### config.mk
export PLATFORM = sky130hd
export DESIGN_NAME = decode_stage_p
export DESIGN_NICKNAME = d
export VERILOG_FILES = /design/src/rtl/decode_pkg.sv /design/src/rtl/reg_file_p.sv /design/src/rtl/decode_stage_p.sv
export SDC_FILE = /design/constraint.sdc
export NUM_CORES = 1
export LEC_CHECK = 0
export ABC_AREA = 0
export BUFFER_PORTS_ARGS = -buffer_cell sky130_fd_sc_hd__clkbuf_2
export CAP_MARGIN = 10
export CORE_MARGIN = 2
export CORE_UTILIZATION = 40
export CTS_BUF_LIST = sky130_fd_sc_hd__clkbuf_2 sky130_fd_sc_hd__clkbuf_4 sky130_fd_sc_hd__clkbuf_8
export DETAILED_ROUTE_END_ITERATION = 16
export HOLD_SLACK_MARGIN = 0.05
export SKIP_CTS_REPAIR_TIMING = 1
export SYNTH_ARGS = -nofsm -noshare
export SYNTH_HDL_FRONTEND = slang
export SYNTH_SLANG_ARGS = --single-unit
export TNS_END_PERCENT = 5
### constraint.sdc
create_clock -name clk -period 3.2 [get_ports clk]
set_clock_uncertainty 0.2 [all_clocks]
set_input_delay 0.16 -clock clk [delete_from_list [all_inputs] [get_ports clk]]
set_output_delay 0.16 -clock clk [all_outputs]
set_load 0.02 [all_outputs]
### src/rtl/decode_pkg.sv
// Shared opcode/ALU encodings and the decoded control bundle for the decode stage.
package decode_pkg;

    typedef enum logic [2:0] {
        OP_NOP = 3'b000,
        OP_ADD = 3'b001,
        OP_SUB = 3'b010,
        OP_AND = 3'b011,
        OP_OR  = 3'b100,
        OP_LDI = 3'b101,
        OP_LD  = 3'b110,
        OP_ST  = 3'b111
    } opcode_t;

    localparam logic [2:0] ALU_PASS = 3'b000;
    localparam logic [2:0] ALU_ADD  = 3'b001;

    typedef struct packed {
        logic [2:0] alu_op;
        logic       mem_read;
        logic       mem_write;
        logic       wb;
        logic       dest_sel;
    } ctrl_t;

    function automatic ctrl_t decode_ctrl(input opcode_t op);
        ctrl_t c;
        c = '0;
        case (op)
            OP_ADD, OP_SUB, OP_AND, OP_OR: begin
                c.alu_op = op;
                c.wb     = 1'b1;
            end
            OP_LDI: begin
                c.alu_op   = ALU_PASS;
                c.wb       = 1'b1;
                c.dest_sel = 1'b1;
            end
            // Loads and stores form their address as rs2 + imm in the ALU.
            OP_LD: begin
                c.alu_op   = ALU_ADD;
                c.mem_read = 1'b1;
                c.wb       = 1'b1;
            end
            OP_ST: begin
                c.alu_op    = ALU_ADD;
                c.mem_write = 1'b1;
            end
            default: c = '0;
        endcase
        return c;
    endfunction

    function automatic logic uses_rs1(input opcode_t op);
        return (op == OP_ADD) || (op == OP_SUB) || (op == OP_AND) ||
               (op == OP_OR)  || (op == OP_ST);
    endfunction

    function automatic logic uses_rs2(input opcode_t op);
        return (op == OP_ADD) || (op == OP_SUB) || (op == OP_AND) ||
               (op == OP_OR)  || (op == OP_LD)  || (op == OP_ST);
    endfunction

endpackage

### src/rtl/reg_file_p.sv
// 8-entry register file, two async read ports, one write port with write-through bypass.
module reg_file_p #(
    parameter int DATA_W = 16
) (
    input  logic              clk,
    input  logic              reset,
    input  logic [2:0]        i_raddr1,
    input  logic [2:0]        i_raddr2,
    output logic [DATA_W-1:0] o_rdata1,
    output logic [DATA_W-1:0] o_rdata2,
    input  logic              i_we,
    input  logic [2:0]        i_waddr,
    input  logic [DATA_W-1:0] i_wdata
);

    logic [DATA_W-1:0] r_regs [8];
    logic              w_wr;

    assign w_wr = i_we && !reset;

    always_ff @(posedge clk) begin
        if (reset) begin
            for (int i = 0; i < 8; i++) r_regs[i] <= '0;
        end else if (i_we) begin
            r_regs[i_waddr] <= i_wdata;
        end
    end

    // A same-cycle write is visible to readers so decode never sees stale data.
    assign o_rdata1 = (w_wr && (i_waddr == i_raddr1)) ? i_wdata : r_regs[i_raddr1];
    assign o_rdata2 = (w_wr && (i_waddr == i_raddr2)) ? i_wdata : r_regs[i_raddr2];

endmodule

### src/rtl/decode_stage_p.sv
// Decode stage: instruction decode, register read, load-use stall and the ID/EX output register.
module decode_stage_p
    import decode_pkg::*;
#(
    parameter int DATA_W     = 16,
    parameter int IMM_SIGNED = 0,
    parameter int HAZ_EN     = 1
) (
    input  logic              clk,
    input  logic              reset,
    input  logic [15:0]       instruction,
    input  logic              in_valid,
    output logic              in_ready,
    input  logic              write_en,
    input  logic [2:0]        write_addr,
    input  logic [DATA_W-1:0] write_data,
    input  logic              flush,
    input  logic              out_ready,
    output logic              out_valid,
    output logic [DATA_W-1:0] read_data1_buf,
    output logic [DATA_W-1:0] read_data2_buf,
    output logic [DATA_W-1:0] immediate_buf,
    output logic [2:0]        alu_operation_buf,
    output logic              mem_read_buf,
    output logic              mem_write_buf,
    output logic              wb_buf,
    output logic              destination_alu_select_buf,
    output logic [2:0]        dest_addr_buf
);

    opcode_t                  w_op;
    logic [2:0]               w_rs1;
    logic [2:0]               w_rs2;
    ctrl_t                    w_ctrl;
    logic [DATA_W-1:0]        w_rd1;
    logic [DATA_W-1:0]        w_rd2;
    logic [DATA_W-1:0]        w_imm;
    logic signed [DATA_W-1:0] w_imm_s;
    logic                     w_hazard;
    logic                     w_load;

    logic                     r_out_valid;
    logic [DATA_W-1:0]        r_rd1;
    logic [DATA_W-1:0]        r_rd2;
    logic [DATA_W-1:0]        r_imm;
    ctrl_t                    r_ctrl;
    logic [2:0]               r_dest;

    assign w_op   = opcode_t'(instruction[15:13]);
    assign w_rs1  = instruction[12:10];
    assign w_rs2  = instruction[9:7];
    assign w_ctrl = decode_ctrl(w_op);

    assign w_imm_s = $signed(instruction[7:0]);
    assign w_imm   = (IMM_SIGNED != 0) ? w_imm_s : DATA_W'(instruction[7:0]);

    reg_file_p #(.DATA_W(DATA_W)) u_rf (
        .clk      (clk),
        .reset    (reset),
        .i_raddr1 (w_rs1),
        .i_raddr2 (w_rs2),
        .o_rdata1 (w_rd1),
        .o_rdata2 (w_rd2),
        .i_we     (write_en),
        .i_waddr  (write_addr),
        .i_wdata  (write_data)
    );

    // A load still sitting in ID/EX has no data yet; a consumer of its rd must wait one bubble.
    assign w_hazard = (HAZ_EN != 0) && r_out_valid && r_ctrl.mem_read &&
                      ((uses_rs1(w_op) && (r_dest == w_rs1)) ||
                       (uses_rs2(w_op) && (r_dest == w_rs2)));

    assign in_ready = !flush && !w_hazard && (!r_out_valid || out_ready);
    assign w_load   = in_valid && in_ready;

    always_ff @(posedge clk) begin
        if (reset) begin
            r_out_valid <= 1'b0;
            r_rd1       <= '0;
            r_rd2       <= '0;
            r_imm       <= '0;
            r_ctrl      <= '0;
            r_dest      <= '0;
        end else if (flush) begin
            r_out_valid <= 1'b0;
        end else if (w_load) begin
            r_out_valid <= 1'b1;
            r_rd1       <= w_rd1;
            r_rd2       <= w_rd2;
            r_imm       <= w_imm;
            r_ctrl      <= w_ctrl;
            r_dest      <= w_rs1;
        end else if (out_ready) begin
            r_out_valid <= 1'b0;
        end
    end

    assign out_valid                  = r_out_valid;
    assign read_data1_buf             = r_rd1;
    assign read_data2_buf             = r_rd2;
    assign immediate_buf              = r_imm;
    assign alu_operation_buf          = r_ctrl.alu_op;
    assign mem_read_buf               = r_ctrl.mem_read;
    assign mem_write_buf              = r_ctrl.mem_write;
    assign wb_buf                     = r_ctrl.wb;
    assign destination_alu_select_buf = r_ctrl.dest_sel;
    assign dest_addr_buf              = r_dest;

endmodule

==> metrics.txt, run 1 <==
status completed; worst hold margin 70.3 ps; Hold Violations, Final 0; multiplexer share of the synthesized area 18.8%; Routed Antenna Nets 0; RSZ-0062 raised after global routing false; CTS H-Tree Depth 4; vias per inst 5.49; Reg area ~0.0049 mm^2; share of cells above drive strength 1 ~27%; Skew-Pair Late Insertion Delay 470 ps; CP Class in2reg; Adder-Cell Fraction of Synth Area 0.528%; fin crit share 90.3%; Mapped Avg Cell Area 13.1 um^2; EDFF count, synth between 100 and 150; Post-Synth XOR/XNOR Area 1.11%; n_diodes 0; YS warnings 0; drt first pass iters 4; Lkg Pwr 4.07 nW; Routed wire per std cell 21.4 um; post-synthesis cell area 0.00948 mm^2; Filler cells 2098; multi-input logic area ~0.0042 mm^2; Root Buffer clkbuf_8; Max Cap Violations 0; Core ar. roughly 0.023 mm^2; CTS tree built; I/O pin count between 100 and 150; Worst Tran Pin Value 879 ps; CTS Buf Count 17; first-pass GRT wire length 36700 um; Net count, final 867; initial antenna violation count 0; crit end category register; initial DRC count 567; async set or reset register ratio after synthesis 0%; max-slew violations 0; Placer Congestion 0.746; relative slew slack 41.4%; Pwr Density 482 mW/mm^2; largest family of logic cells by synthesized area multiplexers; Synth Area in Compound Gates 7.64%; Die Footprint around 0.025 mm^2; cell taking the most area after synthesis edfxtp_1; CP required 3420 ps; PortBufs 92; Final setup viols 0; Yosys cell types 44; flops & latches, synth 179; fmax 0.346 GHz; number of global-route vias before repair 6119; worst path cell trace dlygate4sd3_1, clkbuf_2, inv_1, ha_1, nor3_2, o21bai_1, a211oi_4, nor2_4, a211oi_1, dlygate4sd3_1; Post-DP HPWL 15100 um; CP most frequent cell dlygate4sd3_1; largest net degree at the start of global routing just over 90; Worst path slowest cell a211oi_4; Synth area leaders edfxtp_1 41%, mux4_2 15%, dfxtp_1 11%, and2_1 8.4%, mux2i_1 3.6%; post-synth top area share 40.6%; starting density of the core 40.6%; DRC viols 0; grt total ovfl 0; simple-gate portion of the synthesized area 15.9%; top_reg_cell synth edfxtp_1; Worst path max stage delay 670 ps; Setup crit start kind input port; Chip Width 158 um; Worst Hold Class in2reg; DRT Wirelength about 25000 um; vias post-DR between 6000 and 7000; clock period minus worst slack between 2000 and 3000 ps; WP data arrival just over 3000 ps; setup TNS 0 ps; clk buf depth 2; commonest cells after routing, fill and taps aside 128 x and2_1, 128 x edfxtp_1, 92 x clkbuf_2; post-synthesis sequential area ratio 51.3%; Reg clk slew, reported paths ~100 ps; Max IR drop VDD 257 uV; Post-Syn Instances 724; critical path peak fanout 18; row count 56; Num Clock Sinks 179; Area Growth Syn to Fin 14.3%; Die Height 158 um; All-Layer GR Usage a little over 20%
Yosys cell counts, drive strengths merged, types with 2 or more instances:
library cell  number
a211o             34
mux4              64
or2                9
o211ai             3
dfxtp             51
nand4              2
nor2              41
nand3             16
buf               46
a211oi             3
a21oi             17
mux2i             34
nor3               7
nand4b            33
nand2              5
ha                 4
nor2b              3
o21ai             44
edfxtp           128
inv                4
xor2               6
clkbuf            25
o21bai             2
and2             128
nand2b             4
xnor2              6
critical path, delay by kind of cell:
kind	cells	cell delay (ps)
AO/OA/AOI/OAI	3	1090
AND/OR/NAND/NOR	2	300
buffers and inverters	4	1300
adder cells (fa/ha/maj)	1	230
through the flow:
step                      area (um^2)  power [mW]  setup slack [ps]  util, %  instances
after floorplan                  9500        3.33              1260        -        731
after global placement          10100        3.58               819     43.4       1094
after detailed placement        10100        3.59               752     43.4       1094
after CTS                       10600        5.22               662     45.2       1126
after global routing            10800        5.42               130     46.4       1154
final                           10800        5.22               310     46.4       1154
routing by layer:
layer	vias to the layer above	track usage [%]	share of wire [%]	wire length, um
li1	2911	-	-	-
met1	3188	26.9	44	10900
met2	208	33.6	49	12200
met3	25	4.22	5.4	1330
met4	0	5.41	1.4	339
met5	-	0	0	0
cell type report:
type / instances / area share [%]
sequential: 179 / 44.9
multi-input combinational: 477 / 38.9
timing repair buffer: 143 / 8.55
tap: 319 / 3.68
clock buffer: 18 / 2.23
clock inverter: 14 / 1.64
inverter: 4 / 0.139
final timing paths:
kind | from | end | slack [ps] | depth (start not counted)
setup reg to reg | dest_addr_buf[1] | out_valid | 560 | 6
setup / recovery | instruction[14] | out_valid | 310 | 10
hold / removal | instruction[10] | dest_addr_buf[0] | 70 | 3
hold reg to reg | immediate_buf[0] | immediate_buf[0] | 270 | 2
sequential cells by signal, summed over array words and instances, names as in the netlist:
| register | cells |
|---|---|
| alu_operation_buf | 3 |
| dest_addr_buf | 3 |
| destination_alu_select_buf | 1 |
| immediate_buf | 8 |
| mem_read_buf | 1 |
| mem_write_buf | 1 |
| out_valid | 1 |
| read_data1_buf | 16 |
| read_data2_buf | 16 |
| u_rf.r_regs | 128 |
| wb_buf | 1 |
power breakdown:
group / total, mW / switching (mW) / leakage, nW / internal (mW)
Clock: 1.66 / 0.870 / 0.201 / 0.790
Combinational: 0.830 / 0.468 / 2.22 / 0.362
Sequential: 2.73 / 0.0883 / 1.65 / 2.64
Total: 5.22 / 1.43 / 4.07 / 3.79
kinds of logic (layout without fill, tap and decap cells):
group | count (synthesis) | count (layout)
adder cells (fa/ha/maj) | 4 | 4
flip-flops | 179 | 179
AO/OA/AOI/OAI | 107 | 107
AND/OR/NAND/NOR | 248 | 248
XOR/XNOR | 12 | 12
buffers and inverters | 75 | 179
multiplexers | 98 | 98
other | 1 | 8
No activity file was read; power rests on OpenSTA's default activity.
==> run 2: changes to the inputs <==
--- a/config.mk
+++ b/config.mk
@@ -9,7 +9,7 @@
 export BUFFER_PORTS_ARGS = -buffer_cell sky130_fd_sc_hd__clkbuf_2
 export CAP_MARGIN = 10
 export CORE_MARGIN = 2
-export CORE_UTILIZATION = 40
+export CORE_UTILIZATION = 45
 export CTS_BUF_LIST = sky130_fd_sc_hd__clkbuf_2 sky130_fd_sc_hd__clkbuf_4 sky130_fd_sc_hd__clkbuf_8
 export DETAILED_ROUTE_END_ITERATION = 16
 export HOLD_SLACK_MARGIN = 0.05
==> run 2 against run 1 <==
Design area decreased by 1.3%. Combinational power decreased by 1%. Maximum frequency decreased by 3.4%. Register-to-register slack got worse by 260 ps. Worst setup slack got worse by 100 ps. Cell count decreased by 4.0%. Sequential power about the same. Critical path depth decreased by 2. Via count increased by 0.79%. Largest power group unchanged. Worst hold slack got worse by 3.6 ps. Non-clock buffer count decreased by 2. Highest routed layer unchanged.
==> metrics.txt, run 2 (synthesized netlist as in run 1, its figures left out) <==
Max Cap Violations 0; Hold Violations, Final 0; Chip Width 149 um; starting density of the core 45.5%; Placer Congestion 0.864; PortBufs 92; max reg flops around 130; Placement Setup Slack ~650 ps; Worst Tran Pin Value between 800 and 900 ps; Filler cells 1773; reg-to-reg critical path endpoint out_valid; DRT Wirelength around 25000 um; Routed wire per std cell ~22 um; Final WS setup ~210 ps; CTS Buf Count 17; Die Height 149 um; Num Clock Sinks 179; Routed Antenna Nets 0; CTS tree built; vias post-DR about 6400; row count 53; All-Layer GR Usage a little under a quarter; Reg area 0.00486 mm^2; vias per inst 5.76; multi-input logic area around 0.0042 mm^2; CTS H-Tree Depth 4; critical path peak fanout 34; Pwr Density 471 mW/mm^2; Register-to-Register Path Depth 6; Skew-Pair Late Insertion Delay 470 ps; grt total ovfl 0; hold path cells 4; fmax 0.334 GHz; n_diodes 0; worst path cell trace dlygate4sd3_1, clkbuf_2, a211o_1, o21ba_1, nor2_2, nor2_4, a211oi_1, dlygate4sd3_1; CP most frequent cell dlygate4sd3_1; hold_sp instruction[14]; Die Footprint 0.0222 mm^2; fin crit share 93.4%; Design Area, Final 0.0107 mm^2; largest net degree at the start of global routing 93; Net count, final 865; Max IR drop VDD 267 uV; Reg with most FFs u_rf.r_regs; clk buf depth 2; status completed; max-slew violations 0; RSZ-0062 raised after global routing false; initial DRC count between 500 and 600; reg2reg start dest_addr_buf[2]; commonest cells after routing, fill and taps aside 128 x and2_1, 128 x edfxtp_1, 92 x clkbuf_2; CP required 3410 ps; clock period minus worst slack about 3000 ps; initial antenna violation count 0; number of global-route vias before repair 6497; drt first pass iters 5; placed cell area 0.0100 mm^2; Worst path slowest cell dlygate4sd3_1; slack of the worst reg-to-reg path 300 ps; share of cells above drive strength 1 26.8%; CP Class in2reg; Area Growth Syn to Fin 12.8%; Reg clk slew, reported paths 90 ps; Hold Crit Endpoint mem_read_buf; first-pass GRT wire length about 38000 um; setup TNS 0 ps; Root Buffer clkbuf_8; I/O pin count 101; Worst Hold Class in2reg; Lkg Pwr 4.03 nW; WP data arrival 3200 ps; crit end category register; DRC viols 0; Setup crit start kind input port; Post-DP HPWL 16000 um; relative slew slack 44.1%; Worst path max stage delay between 500 and 600 ps; Core ar. 0.0208 mm^2; Final setup viols 0
==> run 2: changes by cell type in the layout (fill, tap and decap cells not counted), sizes merged <==
cell	before	now
dlygate4sd3	28	29
clkinvlp	3	2
clkinv	5	8
clkbuf	110	109
inv	7	8
bufinv	3	1
buf	23	20
==> run 2: per-layer routing <==
layer / GRT usage, % / vias up / wire length, um
met5: 0 / - / 0
met4: 7.76 / 0 / 391
met3: 3.30 / 33 / 1250
met2: 38.7 / 240 / 12500
met1: 30.3 / 3191 / 10400
li1: - / 2918 / -
==> run 2: worst max-delay path by stage <==
stage	end	slack, ps	startpoint	cells after the start
floorplan	alu_operation_buf[2]	1260	instruction[13]	10
global placement	out_valid	780	instruction[13]	8
detailed placement	out_valid	650	instruction[13]	8
CTS	in_ready	700	dest_addr_buf[2]	5
global route	out_valid	50	instruction[15]	8
finish	out_valid	210	instruction[15]	8
==> run 2: per-stage QoR <==
stage | total power [mW] | std cells | utilization [%] | hold slack, ps
2_1_floorplan | 3.33 | 731 | - | 32.8
3_3_place_gp | 3.56 | 1047 | 48.2 | 139
3_5_place_dp | 3.58 | 1047 | 48.2 | 141
4_1_cts | 5.03 | 1079 | 49.9 | -363
5_1_grt | 5.24 | 1108 | 51.3 | 93.0
6_report | 5.04 | 1108 | 51.3 | 66.6
==> run 2: cell type report <==
type | count | area share, %
clock buffers | 17 | 2.19
clock inverters | 15 | 1.23
inverters | 4 | 0.140
multi-input cells | 477 | 39.3
flip-flops and latches | 179 | 45.5
well taps | 275 | 3.22
repair buffers | 141 | 8.43
==> run 2: power breakdown <==
part,leakage [nW],internal [mW],switching [mW]
logic,2.20,0.356,0.465
registers,1.65,2.64,0.0950
clock network,0.184,0.620,0.860
==> run 2: critical path: cells and delay by family <==
kind / cells / cell delay [ps]
buffers and inverters: 3 / 1320
AND/OR/NAND/NOR: 2 / 870
AO/OA/AOI/OAI: 3 / 840
